### src/rtl/enc_dec_pkg.sv
// Shared constants and FSM state encoding for the code encoder/decoder link.
package enc_dec_pkg;

  localparam int VEC_WIDTH = 8;   // width of the multi-hot vector
  localparam int CODE_W    = 3;   // code width, clog2(VEC_WIDTH)
  localparam int CNT_W     = 4;   // set-bit count width, holds 0..VEC_WIDTH

  typedef enum logic {
    ST_IDLE  = 1'b0,
    ST_ACCUM = 1'b1
  } state_t;

endpackage

### src/rtl/code_frame_decoder_dec.sv
// Code-to-one-hot decoder: sets bit i_code of the output when i_good is 1,
// otherwise the output is all zeros.
module code_frame_decoder_dec #(
  parameter int WIDTH = 8,
  parameter int CW    = 3
) (
  input  logic [CW-1:0]    i_code,
  input  logic             i_good,
  output logic [WIDTH-1:0] o_onehot
);

  // One-hot expansion gated by the qualifier
  always_comb begin
    o_onehot = '0;
    if (i_good) o_onehot[i_code] = 1'b1;
  end

endmodule

### src/rtl/code_frame_decoder.sv
// Frame-based receive decoder: ORs one-hot codes into an accumulator over a
// frame and presents the merged vector, its set-bit count and a duplicate
// flag on a valid/ready output holding register.
import enc_dec_pkg::*;

module code_frame_decoder #(
  parameter int WIDTH = VEC_WIDTH,
  parameter int CW    = CODE_W
) (
  input  logic             clk,
  input  logic             reset,
  input  logic             in_valid,
  output logic             in_ready,
  input  logic [CW-1:0]    in_code,
  input  logic             in_good,
  input  logic             in_last,
  output logic             out_valid,
  input  logic             out_ready,
  output logic [WIDTH-1:0] out_data,
  output logic [3:0]       out_count,
  output logic             out_dup
);

  state_t             r_state;
  logic [WIDTH-1:0]   r_acc;
  logic [CNT_W-1:0]   r_acc_cnt;
  logic               r_acc_dup;

  logic               r_out_valid;
  logic [WIDTH-1:0]   r_out_data;
  logic [CNT_W-1:0]   r_out_count;
  logic               r_out_dup;

  logic [WIDTH-1:0]   w_onehot;
  logic               w_fire;
  logic               w_close;
  logic               w_hit;
  logic               w_new;
  logic [WIDTH-1:0]   w_acc_nxt;
  logic [CNT_W-1:0]   w_cnt_nxt;
  logic               w_dup_nxt;

  code_frame_decoder_dec #(
    .WIDTH (WIDTH),
    .CW    (CW)
  ) u_dec (
    .i_code   (in_code),
    .i_good   (in_good),
    .o_onehot (w_onehot)
  );

  // Input is stalled whenever an unconsumed result is held, so accumulation
  // never runs ahead of the output register.
  assign in_ready = !r_out_valid || out_ready;
  assign w_fire   = in_valid && in_ready;
  assign w_close  = w_fire && in_last;

  // Merge of the current beat into the accumulator (includes the last beat)
  always_comb begin
    w_hit     = |(r_acc & w_onehot);
    w_new     = in_good && !w_hit;
    w_acc_nxt = r_acc | w_onehot;
    w_cnt_nxt = r_acc_cnt + CNT_W'(w_new);
    w_dup_nxt = r_acc_dup | w_hit;
  end

  // Accumulator FSM: collects beats, clears when the frame closes
  always_ff @(posedge clk) begin
    if (reset) begin
      r_state   <= ST_IDLE;
      r_acc     <= '0;
      r_acc_cnt <= '0;
      r_acc_dup <= 1'b0;
    end else if (w_fire) begin
      case (r_state)
        ST_IDLE:  r_state <= in_last ? ST_IDLE : ST_ACCUM;
        ST_ACCUM: r_state <= in_last ? ST_IDLE : ST_ACCUM;
      endcase
      if (in_last) begin
        r_acc     <= '0;
        r_acc_cnt <= '0;
        r_acc_dup <= 1'b0;
      end else begin
        r_acc     <= w_acc_nxt;
        r_acc_cnt <= w_cnt_nxt;
        r_acc_dup <= w_dup_nxt;
      end
    end
  end

  // Output holding register: loads on frame close, drops when consumed
  always_ff @(posedge clk) begin
    if (reset) begin
      r_out_valid <= 1'b0;
      r_out_data  <= '0;
      r_out_count <= '0;
      r_out_dup   <= 1'b0;
    end else if (w_close) begin
      r_out_valid <= 1'b1;
      r_out_data  <= w_acc_nxt;
      r_out_count <= w_cnt_nxt;
      r_out_dup   <= w_dup_nxt;
    end else if (r_out_valid && out_ready) begin
      r_out_valid <= 1'b0;
    end
  end

  assign out_valid = r_out_valid;
  assign out_data  = r_out_data;
  assign out_count = r_out_count;
  assign out_dup   = r_out_dup;

endmodule
### config.mk
export PLATFORM = sky130hd
export DESIGN_NAME = code_frame_decoder
export DESIGN_NICKNAME = d
export VERILOG_FILES = /design/src/rtl/enc_dec_pkg.sv /design/src/rtl/code_frame_decoder_dec.sv /design/src/rtl/code_frame_decoder.sv
export SDC_FILE = /design/constraint.sdc
export NUM_CORES = 1
export LEC_CHECK = 0
export CAP_MARGIN = 15
export CORE_MARGIN = 10
export CORE_UTILIZATION = 50
export DETAILED_ROUTE_END_ITERATION = 8
export GPL_ROUTABILITY_DRIVEN = 0
export HOLD_SLACK_MARGIN = 0.06
export PLACE_DENSITY = 0.78
export SYNTH_ARGS = -nofsm -noshare
export SYNTH_HDL_FRONTEND = slang
export SYNTH_SLANG_ARGS = --single-unit
### constraint.sdc
create_clock -name clk -period 2.7 [get_ports clk]
set_clock_uncertainty 0.1 [all_clocks]
set_input_delay 0.405 -clock clk [delete_from_list [all_inputs] [get_ports clk]]
set_output_delay 0.405 -clock clk [all_outputs]
set_load 0.01 [all_outputs]
==> impl_metrics.tcl, run 1 <==
set metrics [dict create \
    cts_resized 0 \
    worst-setup-path-type "in2reg" \
    cp-start-kind "input port" \
    wl_per_cell_um 14.2 \
    slew_headroom 0.629 \
    cp.arrival_ns 2.60 \
    antenna_cells 0 \
    ctsHoldBuffers 0 \
    reg2reg_from "r_acc[2]" \
    fp.dieH_um 69.0 \
    synth.top_cell.area_share 0.450 \
    cts_made_buffers 3 \
    dp_hpwl_um 2150 \
    r2r-end "r_acc_cnt[3]" \
    critPathRequiredTime_ns 2.86 \
    layout_common_cells "dfxtp_1 (27), clkdlybuf4s50_1 (23), a21oi_1 (14), nand2_1 (14), nor2_1 (12)" \
    maxCapViolations 0 \
    syn_area_per_cell_um2 9.17 \
    ys_ff_latch 27 \
    yosysSeqAreaShare 0.450 \
    worstRegToRegCells 9 \
    min_to "out_data[3]" \
    cts_tree "built" \
    final_common_cell "dfxtp_1" \
    clk_latency_ns 0.32 \
    crit_path_max_fanout 5 \
    clkSlewWorstSetupHoldPaths_ns 0.14 \
    instances_no_fill 190 \
    hold_ws_ns 0.366 \
    syn_inst 131 \
    setup_viol 0 \
    grt_pass1_vias 1006 \
    port_buffers 23 \
    yosys.area.top_type "dfxtp_1" \
    clkPwrFrac 0.255 \
    pwr-share-seq 0.606 \
    ios 24 \
    grt_pass1_wl_um 4660 \
    wl_um 2700 \
    fmax_mhz 409 \
    p_int_mw 0.507 \
    cts_sinks 27 \
    die_w_um 69.0 \
    dr.pass1.iters 4 \
    place_inst 186 \
    rsz0062_at_grt "no" \
    fillers 202 \
    antenna_left 0 \
    crit_slowest_cell "clkdlybuf4s50_1" \
    syn2layout_area_growth_pct 26.5 \
    core_mm2 0.00225 \
    endpoint_kind "flip-flop" \
    finalCritPeriodShare 0.905 \
    powerDensity_mw_per_mm2 445 \
    drive_gt1_frac 0.198 \
    vias 1030 \
    finalPower_mw 0.676 \
    cpMostUsedCell "nand3_1" \
    r2r_slack_ns 0.66 \
    hp-class "reg2reg" \
    cts_max_level 1 \
    slew_violations 0 \
    nets 174 \
    dieArea_mm2 0.00476 \
    yosysWarnings 0 \
    cts_root_buffer "clkbuf_4" \
    clockBufferDepth 2 \
    peakVddDrop_mv 0.299 \
    swShare 0.250 \
    slowest_delay_ns 0.57 \
    via_per_inst 5.42 \
    p_sw_mw 0.169 \
    pre_cts_ws_ns -0.0728 \
    grt_max_degree 15 \
    synthTopCellsByArea "dfxtp_1 (45%), o21ai_2 (6.6%), a21oi_1 (5.8%)" \
    antenna_found_initial 0 \
    finalCriticalPeriod_ns 2.44 \
    grt_use_total 0.111 \
    initial_core_util 0.533 \
    tightest_slew_ns 0.552 \
    postCtsSetupBuffers 0 \
    path_buf_inv 1 \
    fin_ws_ns 0.256 \
    drc 0 \
    whs_path_depth 2 \
    p_leak_nw 0.564 \
    synth.distinct_cells 36 \
    mappedNetlistNets 142 \
    cp_cell_sequence "clkdlybuf4s50_1, mux2_2, nand3_1, o2111a_2, and2_1, ha_1, nand3_1, xor2_1, or3_1, a21oi_1" \
    status "finished clean" \
    rows 17 \
    p_comb_frac 0.139 \
    synth_area_mm2 0.00120 \
    hp-start "out_data[3]" \
    critical-path-top-delay-family "simple AND/OR/NAND/NOR gates" \
    grt.overflow.total 0 \
    final_hold_viol_count 0 \
    drt_iter0_markers 60 \
]
tightest hold or removal path, cell delays in order, from the launching register on:
cell     delay (ns)
dfxtp_1        0.33
nand2_1        0.06
o21ai_2        0.04
cell usage after synthesis, drive strengths merged:
cell    instances
dfxtp          27
and3            1
xor2            1
nor4            1
or3             2
nor2b           2
buf             6
o31ai           1
a31oi           7
and2            1
and2b           2
xnor2           1
clkbuf          1
a22oi           1
nand3           8
a21oi          14
inv             3
mux2i           1
a22o            2
mux2            3
nor2           12
o21ai          12
ha              2
a41oi           1
a311oi          1
nand2          15
a21o            1
o2111a          1
nor3            1
how the worst max path moves through the flow:
stage	start	to	slack, ns	cells after the start
after detailed placement	in_code[0]	r_acc_cnt[3]	-0.07	10
after CTS	in_code[0]	r_acc_cnt[3]	0.26	10
after global routing	in_code[0]	r_acc_cnt[3]	0.09	10
final	in_code[0]	r_acc_cnt[3]	0.26	10
after global placement	in_code[0]	r_acc_cnt[3]	-0.03	10
after floorplan	in_code[0]	r_acc_cnt[3]	0.46	10
per-stage QoR:
step                TNS [ns]  area, um^2   util
finish                     0        1520  0.674
global route               0        1520  0.674
CTS                        0        1520  0.674
detailed placement    -0.106        1490  0.662
global placement     -0.0268        1490  0.662
floorplan                  0        1200      -
kinds of logic (layout without fill, tap and decap cells):
group                      after synthesis  after routing  share of synthesized area
xor gates and xnor gates                 2              2                     0.0146
and+or+nand+nor                         45             45                      0.189
AOI/OAI and AO/OA                       41             41                      0.231
muxes                                    4              4                     0.0365
adders and majority gates                2              2                     0.0208
DFF                                     27             27                      0.450
buffers and inverters                   10             41                     0.0583
final cells by class:
type | count | area (um^2) | area share
multi-input combinational | 94 | 591 | 0.389
sequential | 27 | 541 | 0.356
timing repair buffer | 34 | 313 | 0.206
tap | 28 | 35.0 | 0.0231
clock buffer | 4 | 26.3 | 0.0173
inverter | 3 | 13.8 | 0.00906
registers in the layout (all words and copies together), names as in the netlist:
signal     count
out_count      4
out_data       8
out_dup        1
out_valid      1
r_acc          8
r_acc_cnt      4
r_acc_dup      1
routing by layer:
metal  vias up  GRT usage  wire, um
li1        532          -         -
met1       473      0.134      1280
met2        21      0.188      1290
met3         4     0.0285       107
met4         0     0.0333        19
met5         -          0         0
power groups by stage:
stage,clock [mW],sequential (mW),combinational (mW)
2_1_floorplan,0,0.420,0.0524
3_3_place_gp,0,0.418,0.0924
3_5_place_dp,0,0.419,0.0936
4_1_cts,0.178,0.410,0.0940
5_1_grt,0.191,0.411,0.103
6_report,0.173,0.410,0.0939
No activity file was read; power rests on OpenSTA's default activity.
==> run 2, diff against run 1 <==
CTS_CLUSTER_SIZE = 25   (was unset)
GPL_ROUTABILITY_DRIVEN = unset   (was 0)
REMOVE_ABC_BUFFERS = 1   (was unset)
==> impl_metrics.tcl, run 2 (synthesis gave the netlist of run 1 again) <==
set metrics [dict create \
    grt_max_degree 15 \
    hold_ws_ns 0.363 \
    drive_gt1_frac 0.193 \
    wl_um 2560 \
    fp.dieH_um 69.0 \
    antenna_left 0 \
    p_sw_mw 0.166 \
    multi_input_area_um2 591 \
    hp-class "reg2reg" \
    reg2reg_from "r_acc[3]" \
    peakVddDrop_mv 0.361 \
    p_int_mw 0.506 \
    pwr-share-seq 0.610 \
    cp-start-kind "input port" \
    crit_slowest_cell "clkdlybuf4s50_1" \
    dr.pass1.iters 4 \
    r2r_slack_ns 0.61 \
    cts_max_level 1 \
    dieArea_mm2 0.00476 \
    port_buffers 23 \
    slew_violations 0 \
    detailed_place.area_mm2 0.00149 \
    setup-tns-final_ns 0 \
    maxCapViolations 0 \
    clkSlewWorstSetupHoldPaths_ns 0.13 \
    endpoint_kind "flip-flop" \
    fin_ws_ns 0.208 \
    core_mm2 0.00225 \
    cp.arrival_ns 2.65 \
    gp_congestion 0.885 \
    worstRegToRegCells 9 \
    finalCriticalPeriod_ns 2.49 \
    cp_cell_sequence "clkdlybuf4s50_1, mux2_2, nand3_1, o2111a_2, and2_1, ha_1, nand3_1, xor2_1, or3_1, a21oi_1" \
    final_hold_viol_count 0 \
    clockBufferDepth 2 \
    syn2layout_area_growth_pct 25.8 \
    rsz0062_at_grt "no" \
    finalCritPeriodShare 0.923 \
    critPathRequiredTime_ns 2.86 \
    cts_tree "built" \
    rows 17 \
    p_comb_frac 0.136 \
    cpMostUsedCell "nand3_1" \
    tightest_slew_ns 0.575 \
    postCtsSetupBuffers 0 \
    clkPwrFrac 0.254 \
    grt.overflow.total 0 \
    antenna_found_initial 0 \
    cts_made_buffers 3 \
    instances_no_fill 189 \
    setup_viol 0 \
    initial_core_util 0.533 \
    slowest_delay_ns 0.57 \
    crit_path_max_fanout 5 \
    ctsHoldBuffers 0 \
    fmax_mhz 401 \
    worst-setup-path-type "in2reg" \
    critPathLaunch "in_code[0]" \
    p_leak_nw 0.559 \
    via_per_inst 5.47 \
    finalPower_mw 0.672 \
    layout_common_cells "dfxtp_1 (27), clkdlybuf4s50_1 (23), a21oi_1 (14), nand2_1 (14), nor2_1 (12)" \
    grt_pass1_wl_um 4430 \
    nets 173 \
    cts_root_buffer "clkbuf_4" \
    drc 0 \
    grt_use_total 0.107 \
    final_area_mm2 0.00151 \
    crit_path_end "r_acc_cnt[3]" \
    place_inst 185 \
    drt_iter0_markers 49 \
    final_common_cell "dfxtp_1" \
    clk_latency_ns 0.32 \
    register_area_um2 541 \
    fillers 186 \
    vias 1033 \
    dp_hpwl_um 2060 \
    r2r-end "r_acc_cnt[3]" \
    wl_per_cell_um 13.5 \
    swShare 0.247 \
    cts_sinks 27 \
    cts_resized 0 \
    ios 24 \
    antenna_cells 0 \
    grt_pass1_vias 934 \
    pre_cts_ws_ns -0.164 \
    slew_headroom 0.613 \
    post-route-util 0.670 \
    powerDensity_mw_per_mm2 444 \
    die_w_um 69.0 \
    status "finished clean" \
]
==> run 2: cell count changes in the layout (fill, tap and decap cells not counted) <==
cell	before	now
buf_4	11	10
==> run 2: area by class of cell <==
class                           count  share of cell area
Sequential cell                    27               0.358
Inverter                            3             0.00911
Timing Repair Buffer               33               0.202
Clock buffer                        4              0.0174
Multi-Input combinational cell     94               0.391
Tap cell                           28              0.0232
==> run 2: worst min path at each step <==
stage	start	endpoint	slack [ns]	cells past startpoint
4_1_cts	out_count[2]	out_count[2]	0.37	2
2_1_floorplan	r_acc_dup	r_acc_dup	0.33	2
3_3_place_gp	out_data[1]	out_data[1]	0.34	2
3_5_place_dp	out_count[2]	out_count[2]	0.34	2
6_report	out_count[2]	out_count[2]	0.36	2
5_1_grt	out_count[2]	out_count[2]	0.37	2
==> run 2: power by group through the flow <==
stage                     clock (mW)  combinational [mW]  sequential [mW]
after floorplan                    0              0.0391            0.420
after global placement             0              0.0900            0.418
after detailed placement           0              0.0914            0.418
after CTS                      0.181              0.0916            0.410
after global routing           0.195               0.101            0.411
final                          0.171              0.0916            0.410
==> run 2: worst max-delay path, delay by kind of cell <==
kind / cells / cell delay [ns]
muxes: 1 / 0.37
buffers and inverters: 1 / 0.57
adders and majority gates: 1 / 0.16
xor gates and xnor gates: 1 / 0.16
and+or+nand+nor: 4 / 0.61
AOI/OAI and AO/OA: 2 / 0.37
==> run 2: layer usage <==
metal | GRT usage | vias to the layer above | routed length, um
met4 | 0.0532 | 0 | 56
met5 | 0 | - | 0
li1 | - | 526 | -
met1 | 0.127 | 482 | 1150
met2 | 0.170 | 20 | 1220
met3 | 0.0300 | 5 | 121
==> run 3, diff against run 2 <==
CTS_CLUSTER_DIAMETER = 150   (was unset)
GPL_TIMING_DRIVEN = 0   (was unset)
==> impl_metrics.tcl, run 3 (synthesis gave the netlist of run 1 again) <==
set metrics [dict create \
    initial_core_util 0.533 \
    slowest_delay_ns 0.63 \
    clockBufferDepth 2 \
    cts_max_level 1 \
    hp-class "reg2reg" \
    rsz0062_at_grt "no" \
    dieArea_mm2 0.00476 \
    cts_made_buffers 3 \
    fillers 221 \
    crit_path_max_fanout 8 \
    final_hold_viol_count 0 \
    pre_cts_ws_ns -0.299 \
    slew_violations 0 \
    maxCapViolations 0 \
    endpoint_kind "flip-flop" \
    antenna_left 0 \
    via_per_inst 5.61 \
    drt_iter0_markers 39 \
    peakVddDrop_mv 0.279 \
    setup_viol 0 \
    cpMostUsedCell "nand3_1" \
    grt_use_total 0.108 \
    cts_tree "built" \
    fmax_mhz 399 \
    fp.dieH_um 69.0 \
    vias 1010 \
    grt_max_degree 17 \
    nets 164 \
    postCtsSetupBuffers 0 \
    powerDensity_mw_per_mm2 463 \
    syn2layout_area_growth_pct 20.7 \
    detailed_place.area_mm2 0.00141 \
    cp-start-kind "input port" \
    ctsHoldBuffers 0 \
    multi_input_area_um2 591 \
    grt_pass1_vias 995 \
    core_mm2 0.00225 \
    die_w_um 69.0 \
    ios 24 \
    worst-setup-path-type "in2reg" \
    p_leak_nw 0.524 \
    final_common_cell "dfxtp_1" \
    finalCritPeriodShare 0.929 \
    critPathRequiredTime_ns 2.86 \
    clk_latency_ns 0.33 \
    tightest_slew_ns 0.584 \
    cp.arrival_ns 2.67 \
    wl_per_cell_um 14.6 \
    gp_congestion 0.916 \
    drive_gt1_frac 0.151 \
    cts_sinks 27 \
    cts_root_buffer "clkbuf_4" \
    dp_hpwl_um 2050 \
    status "finished clean" \
    drc 0 \
    wl_um 2620 \
    crit_slowest_cell "clkdlybuf4s50_1" \
    dr.pass1.iters 5 \
    finalPower_mw 0.671 \
    fin_ws_ns 0.193 \
    slew_headroom 0.607 \
    grt_pass1_wl_um 4490 \
    rows 17 \
    register_area_um2 541 \
    antenna_cells 0 \
    final_area_mm2 0.00145 \
    cp_cell_sequence "clkdlybuf4s50_1, and2b_2, nand3_1, o2111a_2, and2_1, ha_1, nand3_1, xor2_1, or3_1, a21oi_1" \
    finalCriticalPeriod_ns 2.51 \
    layout_common_cells "dfxtp_1 (27), clkdlybuf4s50_1 (22), a21oi_1 (14), nand2_1 (14), nor2_1 (12)" \
    post-route-util 0.643 \
    antenna_found_initial 0 \
    clkSlewWorstSetupHoldPaths_ns 0.14 \
    grt.overflow.total 0 \
    port_buffers 23 \
]
run 3: layout make-up:
type | instances | share of cell area
inverters | 3 | 0.00949
clock buffers | 3 | 0.0155
clock inverters | 1 | 0.00518
flip-flops and latches | 27 | 0.373
multi-input cells | 94 | 0.407
well taps | 28 | 0.0242
repair buffers | 24 | 0.166
run 3: path summary, 6_finish.rpt:
path                 from           end  slack (ns)  cells after the start
max            in_code[2]  r_acc_cnt[3]        0.19                     10
min          out_count[2]  out_count[2]        0.37                      2
max reg2reg      r_acc[3]  r_acc_cnt[3]        0.59                      9
min reg2reg  out_count[2]  out_count[2]        0.37                      2
run 3: metrics by stage:
step	cells	hold slack [ns]	TNS, ns
after floorplan	124	0.326	0
after global placement	175	0.337	-0.462
after detailed placement	175	0.345	-0.645
after CTS	179	0.371	0
after global routing	180	0.391	0
final	180	0.366	0
run 3: what timing repair did:
action | in CTS | in global routing
setup endpoints to repair | 0 | 1
resized for setup | 0 | 1
endpoints found under the hold margin | 0 | 0
run 3: report_power, final:
part / switching (mW) / total, mW / leakage (nW) / internal, mW
Sequential: 0.00388 / 0.410 / 0.218 / 0.406
Clock: 0.120 / 0.176 / 0.0139 / 0.0567
Combinational: 0.0488 / 0.0852 / 0.292 / 0.0364
run 3: layer usage:
layer  vias up  GRT usage  share of wire
met5         -          0              0
li1        514          -              -
met1       459      0.121           0.44
met4         0     0.0510          0.015
met2        32      0.181           0.48
met3         5     0.0300          0.064
run 3: critical path, delay by kind of cell:
kind                       cells  cell delay [ns]
and+or+nand+nor                5             0.91
AOI/OAI and AO/OA              2             0.39
buffers and inverters          1             0.63
xor gates and xnor gates       1             0.17
adders and majority gates      1             0.16
